## src/rtl/saturate_stage_pkg.sv

```systemverilog
// Shared widths and clamp classification for the saturate stage.
// PIXEL_W is the pixel channel width used as the default output width.
package saturate_stage_pkg;

    localparam int PIXEL_W   = 8;
    localparam int SAMPLE_W  = 10;
    localparam int SAT_CNT_W = 16;

    typedef enum logic [1:0] {
        SAT_NONE = 2'b00,
        SAT_LO   = 2'b01,
        SAT_HI   = 2'b10
    } sat_kind_e;

endpackage

```

## src/rtl/saturate_stage_if.sv

```systemverilog
// Sample/result bundle between a pixel datapath and the saturate stage.
// The master drives samples and counter clears; the slave returns clamp results.
interface saturate_stage_if
    import saturate_stage_pkg::*;
#(
    parameter int IN_W  = SAMPLE_W,
    parameter int OUT_W = PIXEL_W,
    parameter int CNT_W = SAT_CNT_W
);

    logic                    in_valid;
    logic signed [IN_W-1:0]  in_data;
    logic                    cnt_clr;
    logic [OUT_W-1:0]        sat_comb;
    logic                    out_valid;
    logic [OUT_W-1:0]        out_data;
    logic                    out_hi;
    logic                    out_lo;
    logic [CNT_W-1:0]        hi_cnt;
    logic [CNT_W-1:0]        lo_cnt;

    modport master (
        output in_valid, in_data, cnt_clr,
        input  sat_comb, out_valid, out_data, out_hi, out_lo, hi_cnt, lo_cnt
    );

    modport slave (
        input  in_valid, in_data, cnt_clr,
        output sat_comb, out_valid, out_data, out_hi, out_lo, hi_cnt, lo_cnt
    );

endinterface

```

## src/rtl/saturate_stage.sv

```systemverilog
// Clamps a signed intermediate into an unsigned pixel channel, with a
// combinational result, a registered copy and sticky saturation counters.
module saturate_stage
    import saturate_stage_pkg::*;
#(
    parameter int IN_W  = SAMPLE_W,
    parameter int OUT_W = PIXEL_W,
    parameter int CNT_W = SAT_CNT_W
) (
    input  logic           clk,
    input  logic           rst,
    saturate_stage_if.slave bus
);

    // Sign bit set means below zero; any set bit above the output width on a
    // non-negative sample means above MAX.
    function automatic logic [OUT_W-1:0] clamp(input logic [IN_W-1:0] x,
                                               output sat_kind_e kind);
        if (x[IN_W-1]) begin
            kind = SAT_LO;
            return '0;
        end else if (|x[IN_W-2:OUT_W]) begin
            kind = SAT_HI;
            return '1;
        end else begin
            kind = SAT_NONE;
            return x[OUT_W-1:0];
        end
    endfunction

    logic [OUT_W-1:0] clamp_data;
    sat_kind_e        clamp_kind;
    logic             is_hi;
    logic             is_lo;

    always_comb begin
        clamp_kind = SAT_NONE;
        clamp_data = clamp(bus.in_data, clamp_kind);
    end

    assign is_hi        = (clamp_kind == SAT_HI);
    assign is_lo        = (clamp_kind == SAT_LO);
    assign bus.sat_comb = clamp_data;

    always_ff @(posedge clk) begin
        if (rst) begin
            bus.out_valid <= 1'b0;
            bus.out_data  <= '0;
            bus.out_hi    <= 1'b0;
            bus.out_lo    <= 1'b0;
        end else begin
            bus.out_valid <= bus.in_valid;
            if (bus.in_valid) begin
                bus.out_data <= clamp_data;
                bus.out_hi   <= is_hi;
                bus.out_lo   <= is_lo;
            end
        end
    end

    // A clear drops any coincident event; counters hold at all-ones.
    always_ff @(posedge clk) begin
        if (rst || bus.cnt_clr) begin
            bus.hi_cnt <= '0;
            bus.lo_cnt <= '0;
        end else if (bus.in_valid) begin
            if (is_hi && (bus.hi_cnt != '1))
                bus.hi_cnt <= bus.hi_cnt + 1'b1;
            if (is_lo && (bus.lo_cnt != '1))
                bus.lo_cnt <= bus.lo_cnt + 1'b1;
        end
    end

endmodule

```

## src/flat_wrapper.sv

```systemverilog
// flat-port wrapper written by rule: the top's interface ports become plain ports
module saturate_stage_flat import saturate_stage_pkg::*;
#(
    parameter int IN_W  = SAMPLE_W,
    parameter int OUT_W = PIXEL_W,
    parameter int CNT_W = SAT_CNT_W
)
  (clk, rst, bus_in_valid, bus_in_data, bus_cnt_clr, bus_sat_comb, bus_out_valid, bus_out_data, bus_out_hi, bus_out_lo, bus_hi_cnt, bus_lo_cnt);
  saturate_stage_if #(.IN_W(IN_W), .OUT_W(OUT_W), .CNT_W(CNT_W)) bus_i ();
  input  logic clk;
  input  logic rst;
  input wire logic [$bits(bus_i.in_valid)-1:0] bus_in_valid;
  input wire logic [$bits(bus_i.in_data)-1:0] bus_in_data;
  input wire logic [$bits(bus_i.cnt_clr)-1:0] bus_cnt_clr;
  output wire logic [$bits(bus_i.sat_comb)-1:0] bus_sat_comb;
  output wire logic [$bits(bus_i.out_valid)-1:0] bus_out_valid;
  output wire logic [$bits(bus_i.out_data)-1:0] bus_out_data;
  output wire logic [$bits(bus_i.out_hi)-1:0] bus_out_hi;
  output wire logic [$bits(bus_i.out_lo)-1:0] bus_out_lo;
  output wire logic [$bits(bus_i.hi_cnt)-1:0] bus_hi_cnt;
  output wire logic [$bits(bus_i.lo_cnt)-1:0] bus_lo_cnt;
  assign bus_i.in_valid = bus_in_valid;
  assign bus_i.in_data = bus_in_data;
  assign bus_i.cnt_clr = bus_cnt_clr;
  assign bus_sat_comb = bus_i.sat_comb;
  assign bus_out_valid = bus_i.out_valid;
  assign bus_out_data = bus_i.out_data;
  assign bus_out_hi = bus_i.out_hi;
  assign bus_out_lo = bus_i.out_lo;
  assign bus_hi_cnt = bus_i.hi_cnt;
  assign bus_lo_cnt = bus_i.lo_cnt;
  saturate_stage #(.IN_W(IN_W), .OUT_W(OUT_W), .CNT_W(CNT_W)) u_core (.clk(clk), .rst(rst), .bus(bus_i));
endmodule
```

## config.mk

```make
export PLATFORM = sky130hd
export DESIGN_NAME = saturate_stage_flat
export DESIGN_NICKNAME = d
export VERILOG_FILES = /design/src/rtl/saturate_stage_pkg.sv /design/src/rtl/saturate_stage_if.sv /design/src/rtl/saturate_stage.sv /design/src/flat_wrapper.sv
export SDC_FILE = /design/constraint.sdc
export NUM_CORES = 1
export LEC_CHECK = 0
export CAP_MARGIN = 30
export CORE_MARGIN = 1.5
export CORE_UTILIZATION = 40
export DETAILED_ROUTE_END_ITERATION = 10
export PLACE_DENSITY = 0.73
export SYNTH_ARGS = -nofsm -noshare
export SYNTH_HDL_FRONTEND = slang
export SYNTH_SLANG_ARGS = --single-unit
```

## constraint.sdc

```tcl
create_clock -name clk -period 2.85 [get_ports clk]
set_clock_uncertainty 0.05 [all_clocks]
set_input_delay 0.57 -clock clk [delete_from_list [all_inputs] [get_ports clk]]
set_output_delay 0.57 -clock clk [all_outputs]
set_load 0.02 [all_outputs]
```

**Word-level counts from Yosys, hierarchy flattened**

Cells that the tools add are included.

- Bits in registers: 43
- Output and inout port bits: 51

- $add $sub $neg: 2
- Eq/ne operators: 4
- Multiplexer cells: 4
- Reductions and logical operators: 5

Operator list:

| cell | count |
|---|---|
| $add A16 B1 Y16 const B | 2 |
| $ne A16 B16 Y1 const B | 2 |
| $mux W8 | 2 |
| $mux W2 | 2 |
| $reduce_and A2 Y1 | 2 |
| $eq A2 B1 Y1 const B | 1 |
| $eq A2 B2 Y1 const B | 1 |
| $logic_and A1 B1 Y1 | 2 |
| $logic_or A1 B1 Y1 | 1 |

**Depth between registers and ports, before layout**

- Depth in word-level cells: 5
- Gate-level depth with buffers: 6

**Worst setup path before layout**

Ideal clock, no wire load.

- Kind: input-to-reg
- Start point: input port bus_in_data[8]
- End point: register u_core.bus.hi_cnt[15]
- Arrival: 1.898 ns
- Setup slack: 0.767 ns
- Cell stages on the path: 6
- Path buffers: 2
- Path through: buf_4 nand3b_4 or4_1 buf_2 o311ai_0 o41ai_1

- Word-level cells in the longest chain between the ends: 5

RTL lines:

| what | RTL line | text |
|---|---|---|
| from (decl) | flat_wrapper.sv:13 | `input wire logic [$bits(bus_i.in_data)-1:0] bus_in_data;` |
| $mux W2 | saturate_stage.sv:22 | `end else if (\|x[IN_W-2:OUT_W]) begin` |
| $mux W2 | saturate_stage.sv:19 | `if (x[IN_W-1]) begin` |
| $eq A2 B2 Y1 | saturate_stage.sv:41 | `assign is_hi = (clamp_kind == SAT_HI);` |
| $logic_and A1 B1 Y1 | saturate_stage.sv:67 | `if (is_hi && (bus.hi_cnt != '1))` |
| $reduce_and A2 Y1 (no source line) | n/a |  |
| to (signal assigned) | saturate_stage.sv:68 | `bus.hi_cnt <= bus.hi_cnt + 1'b1;` |
| to (decl) | saturate_stage_if.sv:29 | `output sat_comb, out_valid, out_data, out_hi, out_lo, hi_cnt, lo_cnt` |

No other way between the ends.
A chain may end at the register's enable or synchronous reset.

**Worst setup path in the final report**

- Start point: input port bus_in_data[9]
- End point: output port bus_sat_comb[2]

- Word-level cells in the longest chain between the ends: 1

RTL lines:

| what | RTL line | text |
|---|---|---|
| $mux W8 | saturate_stage.sv:19 |  |
| to (decl) | flat_wrapper.sv:15 | `output wire logic [$bits(bus_i.sat_comb)-1:0] bus_sat_comb;` |

No other way between the ends.

==> key figures <==
Clock tree
  – CTS Buffer Depth: 2
  – TritonCTS buffer count: 5
  – Maximum level of the CTS H-tree: 2
  – Clk Latency, worst-skew pair: 0.29 ns
  – CTS tree: built
  – Reg clk slew, reported paths: 0.08 ns
  – Post-CTS setup buffers: 0
  – Clock root cell: clkbuf_8
  – Clock Sinks: 43

STA
  – Pins Over Slew Limit: 0
  – Worst slew pin tran: 0.7065 ns
  – Setup violators final: 0
  – Fmax: 373.8 MHz
  – Final WS setup: 0.1745 ns
  – RSZ-0062 raised after global routing: no
  – Min Clock Period, post-route: 2.675 ns
  – Slew headroom: 0.5251
  – Setup TNS Final: 0 ns
  – Fin crit share: 0.9388
  – Hold Vio Cnt, Final: 0

GRT
  – All-Layer GR Usage: 0.1868
  – Overflow after GRT: 0
  – Vias in the first global route: 1927
  – Initial antenna violation count: 0
  – Largest net degree at the start of global routing: 25
  – Global-route wire length before repair: 9.052 mm

Worst setup path
  – CP max FO: 5
  – CP bufs+invs: 3
  – Slowest CP cell: clkdlybuf4s50_1
  – Arr. time, crit path: 2.06 ns
  – CP required: 2.23 ns
  – Most frequent cell on the critical path: clkdlybuf4s50_1
  – CP startpoint: bus_in_data[9]
  – CP peak stage delay: 0.64 ns
  – R2R Setup Slk: 0.62 ns
  – Crit-path cells: clkdlybuf4s50_1, buf_4, nor2_1, clkdlybuf4s50_1
  – Startpoint types: input port
  – Critical path type: input port to output pin
  – R2R Path Start: u_core.bus.lo_cnt[0]
  – CP delay by family, top: buffers and inverters
  – Critical path capture point type: output pin

Placed design
  – DP Worst Slack: 0.06074 ns
  – GPL Wtd Cong: 0.7752
  – Placed instance count: 380
  – Buffers on Ports: 64
  – Final HPWL DP: 3.779 mm

Route
  – Remaining antenna violation count after routing: 0
  – Initial DRT Pass Iterations: 4
  – Avg WL per Cell: 13.40 µm
  – Via Count: 2150
  – Drt first-iter violations: 127
  – DRC: 0
  – Routed WL: 5.201 mm
  – Via/cell ratio: 5.541

Floorplanning
  – I/O pin count: 65
  – Initial Utilization: 0.4172
  – Die W: 75.99 µm
  – DIE HEIGHT: 75.99 µm
  – Core area: 5107 µm²
  – Rows: 26
  – Die area: 5774 µm²

Synth
  – Synth Area per Inst: 8.557 µm²
  – Post-synth top flop: dfxtp_1
  – Ys async rst share: 0
  – Mapped cell area: 2131 µm²
  – Synthesis Warnings: 0
  – Flops & latches, synth: 43
  – Seq/Total Area, Yosys: 0.4040
  – Top cells by area, synth: dfxtp_1 (40%), mux2i_1 (5.6%), nor2_1 (5.6%), a21oi_1 (4.2%), or3_1 (3.8%)
  – Yosys top cell by area: dfxtp_1
  – Number of flops mapped to enable cells by yosys: 0
  – Synth Instances: 249
  – Syn nets: 265
  – Top cell type's share of synthesized area: 0.4040
  – Distinct cell type count after synthesis: 46

Pwr
  – LEAKAGE: 0.9657 nW
  – Max VDD drop: 0.0002694 V
  – PwrDens: 415.9 nW/µm²
  – Final total power: 1.240 mW

Hold path
  – Hold path startpoint: u_core.bus.out_hi
  – Worst min path class: register to register

Finish
  – Layout cells sized above 1: 0.08491
  – Final nets: 333
  – Synth-to-Final Area Change: 39.93%
  – Layout Cells excl Fill: 388
  – Fillers: 488
  – Antenna Cells: 0

Run status
  – Status: finished clean

Job
  – Max cap viols: 0
## final timing paths
path,to,cells past startpoint
worst max register to register,u_core.bus.lo_cnt[7],5
worst max-delay path,bus_sat_comb[2],4
worst min register to register,u_core.bus.out_hi,2
worst min-delay path,u_core.bus.out_hi,2
## placed cells by master (no fill, tap or decap), types with 4 or more instances in the layout
cell	instances
dfxtp_1	43
buf_4	9
nand2_1	19
o41ai_1	5
a21oi_1	18
nor2_1	32
o31ai_1	7
o311ai_0	4
nand4_1	8
or3_1	13
o21ai_0	11
clkdlybuf4s50_1	63
clkbuf_8	6
nand3_1	10
mux2i_1	12
nor3_1	8
or4_1	8
## worst register-to-register path, cell delays in order (launching register included)
cell and delay (ns):
dfxtp_1 0.47, ha_1 0.23, nand4_1 0.28, nor4_2 0.74
nor2_1 0.15, a31oi_1 0.23
## per-stage QoR
step	area (µm²)	util	hold slack, ns
final	2982	0.5838	0.4308
after CTS	2979	0.5833	0.4374
after global placement	2861	0.5603	0.4063
after detailed placement	2861	0.5603	0.4207
after floorplan	2131	-	0.4969
after global routing	2982	0.5838	0.4645
## synth_stat cells (2+ instances only)
| cell | n |
|---|---|
| o31ai_1 | 7 |
| nand2_1 | 19 |
| or4_1 | 8 |
| nand2b_1 | 2 |
| clkbuf_1 | 5 |
| nor4_2 | 3 |
| o41ai_1 | 5 |
| buf_2 | 3 |
| ha_1 | 2 |
| o211ai_1 | 3 |
| nor3_1 | 8 |
| and4_1 | 2 |
| dfxtp_1 | 43 |
| a211oi_1 | 3 |
| nand4_1 | 8 |
| nand3_1 | 10 |
| mux2i_1 | 12 |
| a21oi_1 | 18 |
| or3_1 | 13 |
| a31oi_1 | 3 |
| o311ai_0 | 4 |
| nor4_1 | 3 |
| nor2_1 | 32 |
| o21ai_0 | 11 |
## logic make-up after synthesis
logic type,after synthesis,share of synthesized area
buf+inv,13,0.03229
flops,43,0.4040
compound gates,60,0.1856
fa+ha+maj,2,0.01174
mux,12,0.05637
simple gates,119,0.3101
## registers in the layout, indices dropped and copies added, names as in the netlist
| name | flops |
|---|---|
| u_core.bus.out_data | 8 |
| u_core.bus.out_valid | 1 |
| u_core.bus.out_lo | 1 |
| u_core.bus.out_hi | 1 |
| u_core.bus.lo_cnt | 16 |
| u_core.bus.hi_cnt | 16 |
## routing by layer
metal / part of all wire / GRT usage / vias to the layer above
li1: - / - / 1085
met1: 0.47 / 0.2493 / 986
met2: 0.44 / 0.2910 / 73
met3: 0.078 / 0.06228 / 6
met4: 0.0075 / 0.04815 / 0
met5: 0 / 0 / -
## final cells by class
cell class	count	area [µm²]	share of cell area
clock buffers	6	82.58	0.02770
multi-input cells	193	1201	0.4029
clock inverters	2	35.03	0.01175
repair buffers	73	710.7	0.2384
inverters	1	3.754	0.001259
well taps	70	87.58	0.02937
flip-flops and latches	43	860.8	0.2887
## timing repair
item                       4_1_cts  5_1_grt
resized for setup                0        1
setup endpoints to repair        0        4
hold buffers                     0        0
## where the power goes
part	leakage [nW]	switching [mW]	internal, mW	total (mW)
clock network	0.0612	0.207	0.284	0.491
logic	0.556	0.0683	0.0660	0.134
registers	0.348	0.00553	0.609	0.615
Power figures use the tool's default switching activity.
